--- config.mk ---
export PLATFORM = sky130hd
export DESIGN_NAME = iob_axi_burst_master
export DESIGN_NICKNAME = d
export VERILOG_FILES = /design/src/rtl/iob_axi_burst_master.sv
export SDC_FILE = /design/constraint.sdc
export NUM_CORES = 1
export LEC_CHECK = 0
export CAP_MARGIN = 15
export CORE_MARGIN = 3
export CORE_UTILIZATION = 38
export CTS_BUF_LIST = sky130_fd_sc_hd__clkbuf_8 sky130_fd_sc_hd__clkbuf_16
export DETAILED_ROUTE_END_ITERATION = 12
export DONT_BUFFER_PORTS = 1
export PLACE_DENSITY = 0.54
export SYNTH_ARGS = -nofsm -noshare
export SYNTH_HDL_FRONTEND = slang
export SYNTH_SLANG_ARGS = --single-unit
--- constraint.sdc ---
create_clock -name clk -period 6 [get_ports clk]
set_input_delay 0.6 -clock clk [delete_from_list [all_inputs] [get_ports clk]]
set_output_delay 0.6 -clock clk [all_outputs]
set_load 0.1 [all_outputs]
--- src/rtl/iob_axi_burst_master.sv ---
// iob_axi_burst_master: splits one native transfer command into 4 KB-safe AXI4 INCR bursts with a word-stream user side
module iob_axi_burst_master #(
  parameter int ADDR_W  = 24,
  parameter int DATA_W  = 32,
  parameter int ID_W    = 1,
  parameter int MAX_LEN = 16
) (
  input  logic                clk,
  input  logic                rst,
  input  logic                cmd_valid,
  output logic                cmd_ready,
  input  logic                cmd_dir,
  input  logic [ADDR_W-1:0]   cmd_addr,
  input  logic [15:0]         cmd_len,
  output logic                busy,
  output logic                done,
  output logic                err,
  input  logic                wr_valid,
  output logic                wr_ready,
  input  logic [DATA_W-1:0]   wr_data,
  output logic                rd_valid,
  input  logic                rd_ready,
  output logic [DATA_W-1:0]   rd_data,
  output logic [ID_W-1:0]     m_axi_awid,
  output logic [ADDR_W-1:0]   m_axi_awaddr,
  output logic [7:0]          m_axi_awlen,
  output logic [2:0]          m_axi_awsize,
  output logic [1:0]          m_axi_awburst,
  output logic                m_axi_awlock,
  output logic [3:0]          m_axi_awcache,
  output logic [2:0]          m_axi_awprot,
  output logic [3:0]          m_axi_awqos,
  output logic                m_axi_awvalid,
  input  logic                m_axi_awready,
  output logic [DATA_W-1:0]   m_axi_wdata,
  output logic [DATA_W/8-1:0] m_axi_wstrb,
  output logic                m_axi_wlast,
  output logic                m_axi_wvalid,
  input  logic                m_axi_wready,
  input  logic [ID_W-1:0]     m_axi_bid,
  input  logic [1:0]          m_axi_bresp,
  input  logic                m_axi_bvalid,
  output logic                m_axi_bready,
  output logic [ID_W-1:0]     m_axi_arid,
  output logic [ADDR_W-1:0]   m_axi_araddr,
  output logic [7:0]          m_axi_arlen,
  output logic [2:0]          m_axi_arsize,
  output logic [1:0]          m_axi_arburst,
  output logic                m_axi_arlock,
  output logic [3:0]          m_axi_arcache,
  output logic [2:0]          m_axi_arprot,
  output logic [3:0]          m_axi_arqos,
  output logic                m_axi_arvalid,
  input  logic                m_axi_arready,
  input  logic [ID_W-1:0]     m_axi_rid,
  input  logic [DATA_W-1:0]   m_axi_rdata,
  input  logic [1:0]          m_axi_rresp,
  input  logic                m_axi_rlast,
  input  logic                m_axi_rvalid,
  output logic                m_axi_rready
);
  typedef enum logic [2:0] {IDLE, ADDR, DATA, RESP, DONE} state_t;
  state_t state_q, state_d;
  logic [ADDR_W-1:0] addr_q, addr_d, nxt_addr, cmd_base;
  logic [15:0] rem_q, rem_d, nxt_rem;
  logic [8:0] len_q, len_d, cnt_q, cnt_d, len_m1;
  logic dir_q, dir_d, err_q, err_d;
  logic wr_phase, rd_phase, w_hs, r_hs, last_beat, unused_ids;
  function automatic logic [8:0] beats(input logic [9:0] word, input logic [15:0] rem);
    logic [15:0] room, b;
    room = 16'd1024 - {6'd0, word};
    b = rem > 16'(MAX_LEN) ? 16'(MAX_LEN) : rem;
    return b > room ? room[8:0] : b[8:0];
  endfunction
  assign unused_ids = ^{m_axi_bid, m_axi_rid};
  assign cmd_base = {cmd_addr[ADDR_W-1:2], 2'b00};
  assign nxt_addr = addr_q + ADDR_W'({len_q, 2'b00});
  assign nxt_rem = rem_q - 16'(len_q);
  assign len_m1 = len_q - 9'd1;
  assign wr_phase = state_q == DATA && dir_q;
  assign rd_phase = state_q == DATA && !dir_q;
  assign w_hs = wr_phase && wr_valid && m_axi_wready;
  assign r_hs = rd_phase && m_axi_rvalid && rd_ready;
  assign last_beat = cnt_q == 9'd1;
  assign cmd_ready = state_q == IDLE;
  assign busy = state_q != IDLE;
  assign done = state_q == DONE;
  assign err = err_q;
  assign m_axi_awid = '0;
  assign m_axi_awaddr = addr_q;
  assign m_axi_awlen = len_m1[7:0];
  assign m_axi_awsize = 3'd2;
  assign m_axi_awburst = 2'b01;
  assign m_axi_awlock = 1'b0;
  assign m_axi_awcache = 4'b0011;
  assign m_axi_awprot = 3'd0;
  assign m_axi_awqos = 4'd0;
  assign m_axi_awvalid = state_q == ADDR && dir_q;
  assign m_axi_arid = '0;
  assign m_axi_araddr = addr_q;
  assign m_axi_arlen = len_m1[7:0];
  assign m_axi_arsize = 3'd2;
  assign m_axi_arburst = 2'b01;
  assign m_axi_arlock = 1'b0;
  assign m_axi_arcache = 4'b0011;
  assign m_axi_arprot = 3'd0;
  assign m_axi_arqos = 4'd0;
  assign m_axi_arvalid = state_q == ADDR && !dir_q;
  assign m_axi_wdata = wr_data;
  assign m_axi_wstrb = '1;
  assign m_axi_wvalid = wr_phase && wr_valid;
  assign m_axi_wlast = wr_phase && last_beat;
  assign wr_ready = wr_phase && m_axi_wready;
  assign m_axi_bready = state_q == RESP;
  assign rd_valid = rd_phase && m_axi_rvalid;
  assign rd_data = m_axi_rdata;
  assign m_axi_rready = rd_phase && rd_ready;
  // next-state: command latch, burst sizing, beat counting and error capture
  always_comb begin
    state_d = state_q;
    addr_d = addr_q;
    rem_d = rem_q;
    len_d = len_q;
    cnt_d = cnt_q;
    dir_d = dir_q;
    err_d = err_q;
    case (state_q)
      IDLE: if (cmd_valid) begin
        addr_d = cmd_base;
        rem_d = cmd_len;
        dir_d = cmd_dir;
        err_d = 1'b0;
        len_d = beats(cmd_base[11:2], cmd_len);
        state_d = cmd_len == 16'd0 ? DONE : ADDR;
      end
      ADDR: if (dir_q ? m_axi_awready : m_axi_arready) begin
        cnt_d = len_q;
        state_d = DATA;
      end
      DATA: if (w_hs || r_hs) begin
        cnt_d = cnt_q - 9'd1;
        err_d = err_q | (r_hs && (m_axi_rresp != 2'b00 || m_axi_rlast != last_beat));
        if (last_beat && dir_q) state_d = RESP;
        else if (last_beat) begin
          addr_d = nxt_addr;
          rem_d = nxt_rem;
          len_d = beats(nxt_addr[11:2], nxt_rem);
          state_d = nxt_rem == 16'd0 ? DONE : ADDR;
        end
      end
      RESP: if (m_axi_bvalid) begin
        err_d = err_q | (m_axi_bresp != 2'b00);
        addr_d = nxt_addr;
        rem_d = nxt_rem;
        len_d = beats(nxt_addr[11:2], nxt_rem);
        state_d = nxt_rem == 16'd0 ? DONE : ADDR;
      end
      default: state_d = IDLE;
    endcase
  end
  // state and burst registers; every AXI control output decodes from these
  always_ff @(posedge clk) begin
    if (rst) begin
      state_q <= IDLE;
      addr_q <= '0;
      rem_q <= '0;
      len_q <= '0;
      cnt_q <= '0;
      dir_q <= 1'b0;
      err_q <= 1'b0;
    end else begin
      state_q <= state_d;
      addr_q <= addr_d;
      rem_q <= rem_d;
      len_q <= len_d;
      cnt_q <= cnt_d;
      dir_q <= dir_d;
      err_q <= err_d;
    end
  end
endmodule
# --- Yosys cells after proc, flatten, opt, wreduce, memory -nomap -nowiden ---
# Cells that the tools add are included.
totals:
  in_bits: 122
  output_inout_bits: 180
  elab_cells: 100
  register_bits: 63
classes:
  n_addsub: 6
  muxes: 39
  order_cmp: 4
  n_bitwise: 2
  eq_ne: 13
  n_reduce_logical: 29
ops:
  columns: ["op", "n"]
  rows:
  - ["$mux 24", 5]
  - ["$mux 16", 7]
  - ["$mux 9", 9]
  - ["$pmux 24 s3", 1]
  - ["$pmux 16 s3", 1]
  - ["$gt 16x16->1", 2]
  - ["$gt 16x5->1 const B", 2]
  - ["$logic_not 16->1", 2]
  - ["$pmux 9 s3", 1]
  - ["$add 24x11->24", 1]
  - ["$mux 3", 8]
  - ["$sub 11x10->12 const A", 2]
  - ["$pmux 9 s2", 1]
  - ["$sub 16x9->16", 1]
  - ["$logic_and 1x1->1", 13]
  - ["$pmux 3 s4", 1]
  - ["$eq 9x1->1 const B", 1]
  - ["$sub 9x1->9 const B", 1]
  - ["$ne 2x2->1 const B", 4]
  - ["$sub 8x1->8 const B", 1]
  - ["$eq 3x2->1 const B", 2]
  - ["$reduce_and 6->1", 1]
  - ["$reduce_bool 2->1", 3]
  - ["$reduce_bool 3->1", 2]
  - ["other kinds (15)", 21]

# --- Longest topological paths before layout ---
# Gate-level depths: netlist of run 1.
depth:
  ltp_word: 9
  depth_mapped: 20

# --- Least setup slack after synthesis of run 1 ---
# No wires, ideal clock.
synth_path:
  path_kind: "register -> output"
  from: "register state_q[0]"
  to: "output port m_axi_arvalid"
  t_arrival_ps: 3777
  path_buffers: 1
  setup_slack_ps: 1623
  path_stages_with_launch: 3
  cell_sequence: "dfxtp_1 > clkbuf_1 > nor4b_1"
synth_via:
  elab_chain_cells: 2
synth_lines:
  columns: ["item", "line_no", "source"]
  rows:
  - ["from (decl)", "63", "state_t state_q, state_d;"]
  - ["from (signal assigned)", "172", "state_q <= state_d;"]
  - ["$eq 3x1->1", "108", "assign m_axi_arvalid = state_q == ADDR && !dir_q;"]
  - ["$logic_and 1x1->1", "108", null]
  - ["to (decl)", "53", "output logic m_axi_arvalid,"]
# No other way between the ends.

# --- Worst setup path after layout of run 1 ---
layout_path:
  from: "register len_q[7]"
  to: "register len_q[2]"
layout_via:
  elab_chain_cells: 9
  elab_cells_between_ends: 12
  classes_between: "add/sub: 3; order compare: 2; mux: 7"
layout_lines:
  columns: ["item", "line_no", "source"]
  rows:
  - ["from (decl)", "66", "logic [8:0] len_q, len_d, cnt_q, cnt_d, len_m1;"]
  - ["from (signal assigned)", "175", "len_q <= len_d;"]
  - ["$sub 16x9->16", "78", "assign nxt_rem = rem_q - 16'(len_q);"]
  - ["$gt 16x5->1", "72", "b = rem > 16'(MAX_LEN) ? 16'(MAX_LEN) : rem;"]
  - ["$mux 16", "72", null]
  - ["$gt 16x16->1", "73", "return b > room ? room[8:0] : b[8:0];"]
  - ["$mux 9 *", "73", null]
  - ["$mux 9", "144", "else if (last_beat) begin"]
  - ["$mux 9", "143", "if (last_beat && dir_q) state_d = RESP;"]
  - ["$mux 9", "140", "DATA: if (w_hs || r_hs) begin"]
  - ["$pmux 9 s3 *", "127", "case (state_q)"]
# Mark *: on every way between the ends. The rest lies on a longest branch, timed or not. The select of a mux whose other input is x is not followed.
# A chain may end at the register's enable or synchronous reset.

==> results of run 1 <==
-- critical path, cell delays in order, from the launching register on --
cell	delay (ns)
dfxtp_1	0.42
inv_1	0.18
ha_1	0.59
nand3_1	0.24
a2111oi_4	0.37
nor3_2	0.12
or3_1	0.38
o311ai_1	0.12
nand4_2	0.14
buf_4	0.20
or2_2	0.29
ha_1	0.17
nand2b_1	0.14
a21oi_1	0.13
nor3_1	0.06
o21ai_0	0.21
nand3_1	0.25
o21ai_0	0.24
a21oi_1	0.08
a221oi_1	0.28
-- area by class of cell --
class	instances	area, sq um
clock buffer	10	239.0
clock inverter	6	53.80
fill	1827	10010
inverter	35	131.4
multi-input combinational	687	4365
sequential	61	1249
tap	220	275.3
timing repair buffer	32	490.5
-- layer usage --
| layer | up-vias | GRT usage (%) |
|---|---|---|
| met2 | 211 | 30.22 |
| met1 | 2813 | 25.18 |
| met4 | 0 | 4.056 |
| li1 | 2902 | - |
| met5 | - | 0 |
| met3 | 23 | 5.007 |
-- cell families (layout without fill, tap and decap cells) --
group	after synthesis	in the layout
and+or+nand+nor	313	313
DFF	61	61
buffers and inverters	218	83
xor gates and xnor gates	36	36
other	2	56
muxes	7	7
adders and majority gates	47	47
AOI/OAI and AO/OA	228	228
-- registers in the layout, indices dropped and copies added (netlist names) --
register and cells:
state_q 3, rem_q 16, len_q 9, dir_q 1
err 1, cnt_q 9, m_axi_araddr 22
-- metrics by stage --
step / cells / worst slack (ns) / util (%) / hold slack (ns) / cell area, sq um
2_1_floorplan: 966 / 1.623 / - / 0.4362 / 6825
3_3_place_gp: 1031 / 1.391 / 38.06 / 0.4432 / 6401
3_5_place_dp: 1034 / 1.368 / 38.55 / 0.4483 / 6484
4_1_cts: 1050 / 1.323 / 40.29 / 0.3265 / 6777
5_1_grt: 1051 / 0.9496 / 40.46 / 0.3294 / 6804
6_report: 1051 / 1.309 / 40.46 / 0.3382 / 6804
-- path summary, 6_finish.rpt --
path | from | endpoint | slack [ns]
max | len_q[7]$_SDFFE_PP0P_ | len_q[2]$_SDFFE_PP0P_ | 1.31
max reg2reg | len_q[7]$_SDFFE_PP0P_ | len_q[2]$_SDFFE_PP0P_ | 1.31
min | rst | err$_SDFFE_PP0P_ | 0.34
min reg2reg | rem_q[7]$_SDFFE_PP0P_ | rem_q[7]$_SDFFE_PP0P_ | 0.46
-- cell usage after synthesis (3+ instances only) --
cell	number	share of area [%]
buf_2	5	0.38
ha_1	45	8.5
a221oi_1	7	0.93
nand2b_1	9	0.85
o31ai_1	8	0.91
nor3b_1	6	0.68
a221oi_2	3	0.68
nor3_1	29	2.2
a311oi_1	6	0.79
xor2_1	17	2.2
a22oi_1	8	0.91
and3_1	8	0.76
nor2b_1	5	0.47
or4_1	4	0.45
buf_4	139	16
nand4_1	7	0.66
o21a_1	8	0.91
mux2i_1	5	0.76
a21oi_1	59	4.5
nand4b_1	4	0.53
nand3_1	21	1.6
clkbuf_1	37	2.1
inv_1	35	2.0
nor2_1	95	5.4
o22ai_1	13	1.2
nand2_1	80	4.5
nor4_1	18	1.7
a211oi_1	28	3.2
a21o_1	10	1.1
o21ai_0	44	3.3
o211ai_1	8	0.91
dfxtp_1	61	18
o21ai_1	3	0.23
xnor2_1	19	2.5
or3_1	13	1.2
-- layout by cell type, fill, tap and decap left out, types with 19 or more instances in the layout --
cell,netlist,final
nor2_1,95,95
nand2_1,80,79
a21oi_1,59,59
conb_1,2,56
ha_1,45,45
o21ai_0,44,44
dfxtp_1,61,39
inv_1,35,34
a211oi_1,28,28
nor3_1,29,28
dfxtp_2,0,22
nand3_1,21,21
buf_4,139,19
==> impl_metrics.tcl, run 1 <==
set metrics [dict create \
    outcome "finished clean" \
    hold_viol_final 0 \
    io_buffers 0 \
    ys_types 69 \
    syn-instance-count 912 \
    core_area_sq_mm 0.01682 \
    cp.required_ns 6.24 \
    fp.dieW_um 138.0 \
    wire_per_inst_um 17.67 \
    relSlewSlack_pct 26.84 \
    nets 995 \
    viasPerCell 5.660 \
    clock-sinks 61 \
    start_util_pct 39.38 \
    drtPass1Iterations 6 \
    worstMarginPinSlew_ns 1.097 \
    routed_wl_mm 18.57 \
    fp.dieH_um 138.0 \
    crit_type "register to register" \
    clockRootBuffer "clkbuf_16" \
    fin_crit_sh_pct 78.19 \
    drc 0 \
    ys_seq_area_share_pct 18.44 \
    avgSynthCellArea_sq_um 7.262 \
    syn_area_sq_mm 0.006623 \
    cts_resized 0 \
    fin_crit_ns 4.691 \
    drt_iter0_markers 395 \
    drive_above_1_share_pct 12.27 \
    wl_met3_mm 1.490 \
    maxUsedRoutingLayer "met4" \
    hold_path_depth 1 \
    grt_pass1_vias 5601 \
    antenna_found_initial 0 \
    grt_first_pass_wirelength_mm 29.80 \
    cap_violations 0 \
    max_freq_mhz 213.2 \
    vias 5949 \
    rr_worst_depth 19 \
    ys_warn_count 0 \
    h-tree-depth 3 \
    yosys_register_bits 61 \
    fp-row-count 47 \
    ant_nets 0 \
    start_kind "register" \
    finalClockSkew_ns 0.007858 \
    grt_overflow 0 \
    setup-tns-final_ns 0 \
    dr_wl_met2_mm 8.367 \
    cts_buffers 9 \
    dieArea_sq_mm 0.01905 \
    rsz0062_at_grt "no" \
    met1_length_mm 8.487 \
    synth_top_family_by_area "compound AO/OA/AOI/OAI gates" \
    synth_compound_area_share_pct 23.14 \
    io_pins 302 \
    final-setup-viol-count 0 \
    synthArstFlopShare_pct 0 \
    yosys.area_share.xor_xnor_pct 4.761 \
    cp_max_fo 13 \
    cts_tree "yes" \
    hold_buffers 0 \
    place_congestion 0.8722 \
    grt_usage_pct 18.71 \
    hold_path.class "input port to register" \
    cp-end-kind "register" \
    clock_path_buffers 2 \
    insertion_delay_ns 0.34 \
    hpwl_mm 13.53 \
    drv_slew 0 \
    yosys.area_share.simple_pct 22.90 \
    post_cts_buffers 0 \
    clk_transition_reported_paths_ns 0.06 \
    synthToLayoutAreaGrowth_pct 2.740 \
    grt_max_degree 63 \
    antenna_cells 0 \
    synth-edff-count 0 \
    cp.arrival_ns 4.93 \
    synthAdderAreaFrac_pct 9.106 \
    synth_flop_cell "dfxtp_1" \
    synth_mux_area_share_pct 1.096 \
]
Power of run 1 is left out: the tool's default activity adds up to more than one toggle a clock period on the data nets, which glitch-free logic cannot reach.
==> run 2, diff against run 1 <==
- ABC_AREA: default -> 1
- clock period: 6 -> 4.81 ns (I/O delays scaled with it)
==> impl_metrics.tcl, run 2 <==
set metrics [dict create \
    outcome "finished clean" \
    avgSynthCellArea_sq_um 6.239 \
    fin_crit_ns 4.275 \
    cp_slowest_stage_delay_ns 0.54 \
    grt_max_degree 61 \
    final-setup-viol-count 0 \
    syn-instance-count 1135 \
    cp-end-kind "register" \
    ff_latch_area_sq_mm 0.001249 \
    yosys-top-cells-count "234 x nand2_1, 145 x inv_1, 143 x buf_4" \
    ys_seq_area_share_pct 17.24 \
    cap_violations 0 \
    syn_area_sq_mm 0.007082 \
    synth-edff-count 0 \
    start_util_pct 39.02 \
    cts_resized 0 \
    io_pins 302 \
    wire_per_inst_um 15.48 \
    yosys.area.top_type "dfxtp_1" \
    relSlewSlack_pct 25.87 \
    hold_path_depth 1 \
    clock-sinks 61 \
    hold_ws_ns 0.2143 \
    crit_type "register to register" \
    drive_above_1_share_pct 11.26 \
    synth.top_cells.by_area "dfxtp_1 17%, buf_4 15%, nand2_1 12%, ha_1 8.0%, inv_1 7.7%" \
    setup-tns-final_ns 0 \
    synthToLayoutAreaGrowth_pct 1.025 \
    worstMarginPinSlew_ns 1.112 \
    h-tree-depth 3 \
    layout_common_cells "234 x nand2_1, 143 x inv_1, 90 x nor2_1" \
    slowest_stage "a211oi_1" \
    grt_first_pass_wirelength_mm 32.20 \
    cpMostUsedCell "nand2_1" \
    finalClockSkew_ns 0.009137 \
    fin_crit_sh_pct 88.87 \
    crit_buf_inv 5 \
    routed_wl_mm 20.19 \
    largest_register_ffs 22 \
    clk_transition_reported_paths_ns 0.06 \
    yosys_register_bits 61 \
    grt_overflow 0 \
    ant_nets 0 \
    core_area_sq_mm 0.01815 \
    ys_types 46 \
    max_freq_mhz 233.9 \
    rsz0062_at_grt "no" \
    cp.required_ns 5.07 \
    synth_flop_cell "dfxtp_1" \
    antenna_found_initial 0 \
    cp.arrival_ns 4.53 \
    clock_path_buffers 2 \
    grt_usage_pct 19.80 \
    insertion_delay_ns 0.34 \
    io_buffers 0 \
    post_cts_buffers 0 \
    ys_warn_count 0 \
    place_area_sq_mm 0.006854 \
    fp-row-count 49 \
    drc 0 \
    drt_iter0_markers 368 \
    cts_tree "yes" \
    cp_max_fo 7 \
    synth_most_common_cell "nand2_1" \
    synthArstFlopShare_pct 0 \
    utilization_pct 39.42 \
    grt_pass1_vias 6238 \
    stdcell_area_sq_mm 0.007154 \
    drv_slew 0 \
    hpwl_mm 15.89 \
    fp.dieW_um 142.5 \
    cts_buffers 9 \
    multiInputGateArea_sq_mm 0.004453 \
    cpLargestDelayFamily "simple AND/OR/NAND/NOR gates" \
    hold_viol_final 0 \
    hold_path.class "input port to register" \
    vias 6595 \
    hold_buffers 0 \
    fp.dieH_um 142.5 \
    rr_worst_depth 30 \
    clockRootBuffer "clkbuf_16" \
    dieArea_sq_mm 0.02031 \
    nets 1239 \
    synth_top_area_share_pct 17.24 \
    viasPerCell 5.058 \
    crit_cells 30 \
    antenna_cells 0 \
    final_common_cell "nand2_1" \
    drtPass1Iterations 5 \
    n_fill_cell 2024 \
    place_congestion 0.8422 \
    start_kind "register" \
]
## run 2: cell families after synthesis
| family | count (synthesis) | synth area share (%) |
|---|---|---|
| flip-flops | 61 | 17.24 |
| buffers and inverters | 318 | 24.70 |
| adder cells (fa/ha/maj) | 47 | 8.516 |
| AND/OR/NAND/NOR | 483 | 30.00 |
| other | 2 | 0.1060 |
| AO/OA/AOI/OAI | 196 | 15.97 |
| XOR/XNOR | 28 | 3.463 |
## run 2: routing by layer
layer,vias up,track usage [%],part of all wire [%]
li1,3396,-,-
met2,164,33.73,48
met3,33,4.872,5.9
met5,-,0,0
met1,3002,24.36,43
met4,0,6.803,2.8
## run 2: final cells by class
cell class,instances,area share [%]
tap,229,4.005
sequential,61,17.45
clock inverter,7,1.049
timing repair buffer,36,4.057
multi-input combinational,810,62.24
clock buffer,9,3.148
inverter,152,8.045
## run 2: stage by stage
step | worst slack (ns) | std cells
floorplan | 0.7657 | 1189
finish | 0.5352 | 1304
global route | 0.2171 | 1304
CTS | 0.6043 | 1304
global placement | 0.7839 | 1288
detailed placement | 0.6774 | 1288
## run 2: worst paths after layout
check	from	to	slack (ns)
setup reg to reg	rem_q[0]$_SDFFE_PP0P_	len_q[2]$_SDFFE_PP0P_	0.54
hold reg to reg	rem_q[15]$_SDFFE_PP0P_	rem_q[15]$_SDFFE_PP0P_	0.48
hold / removal	rst	rem_q[15]$_SDFFE_PP0P_	0.21
setup / recovery	rem_q[0]$_SDFFE_PP0P_	len_q[2]$_SDFFE_PP0P_	0.54
Power of run 2 is left out for the same reason.
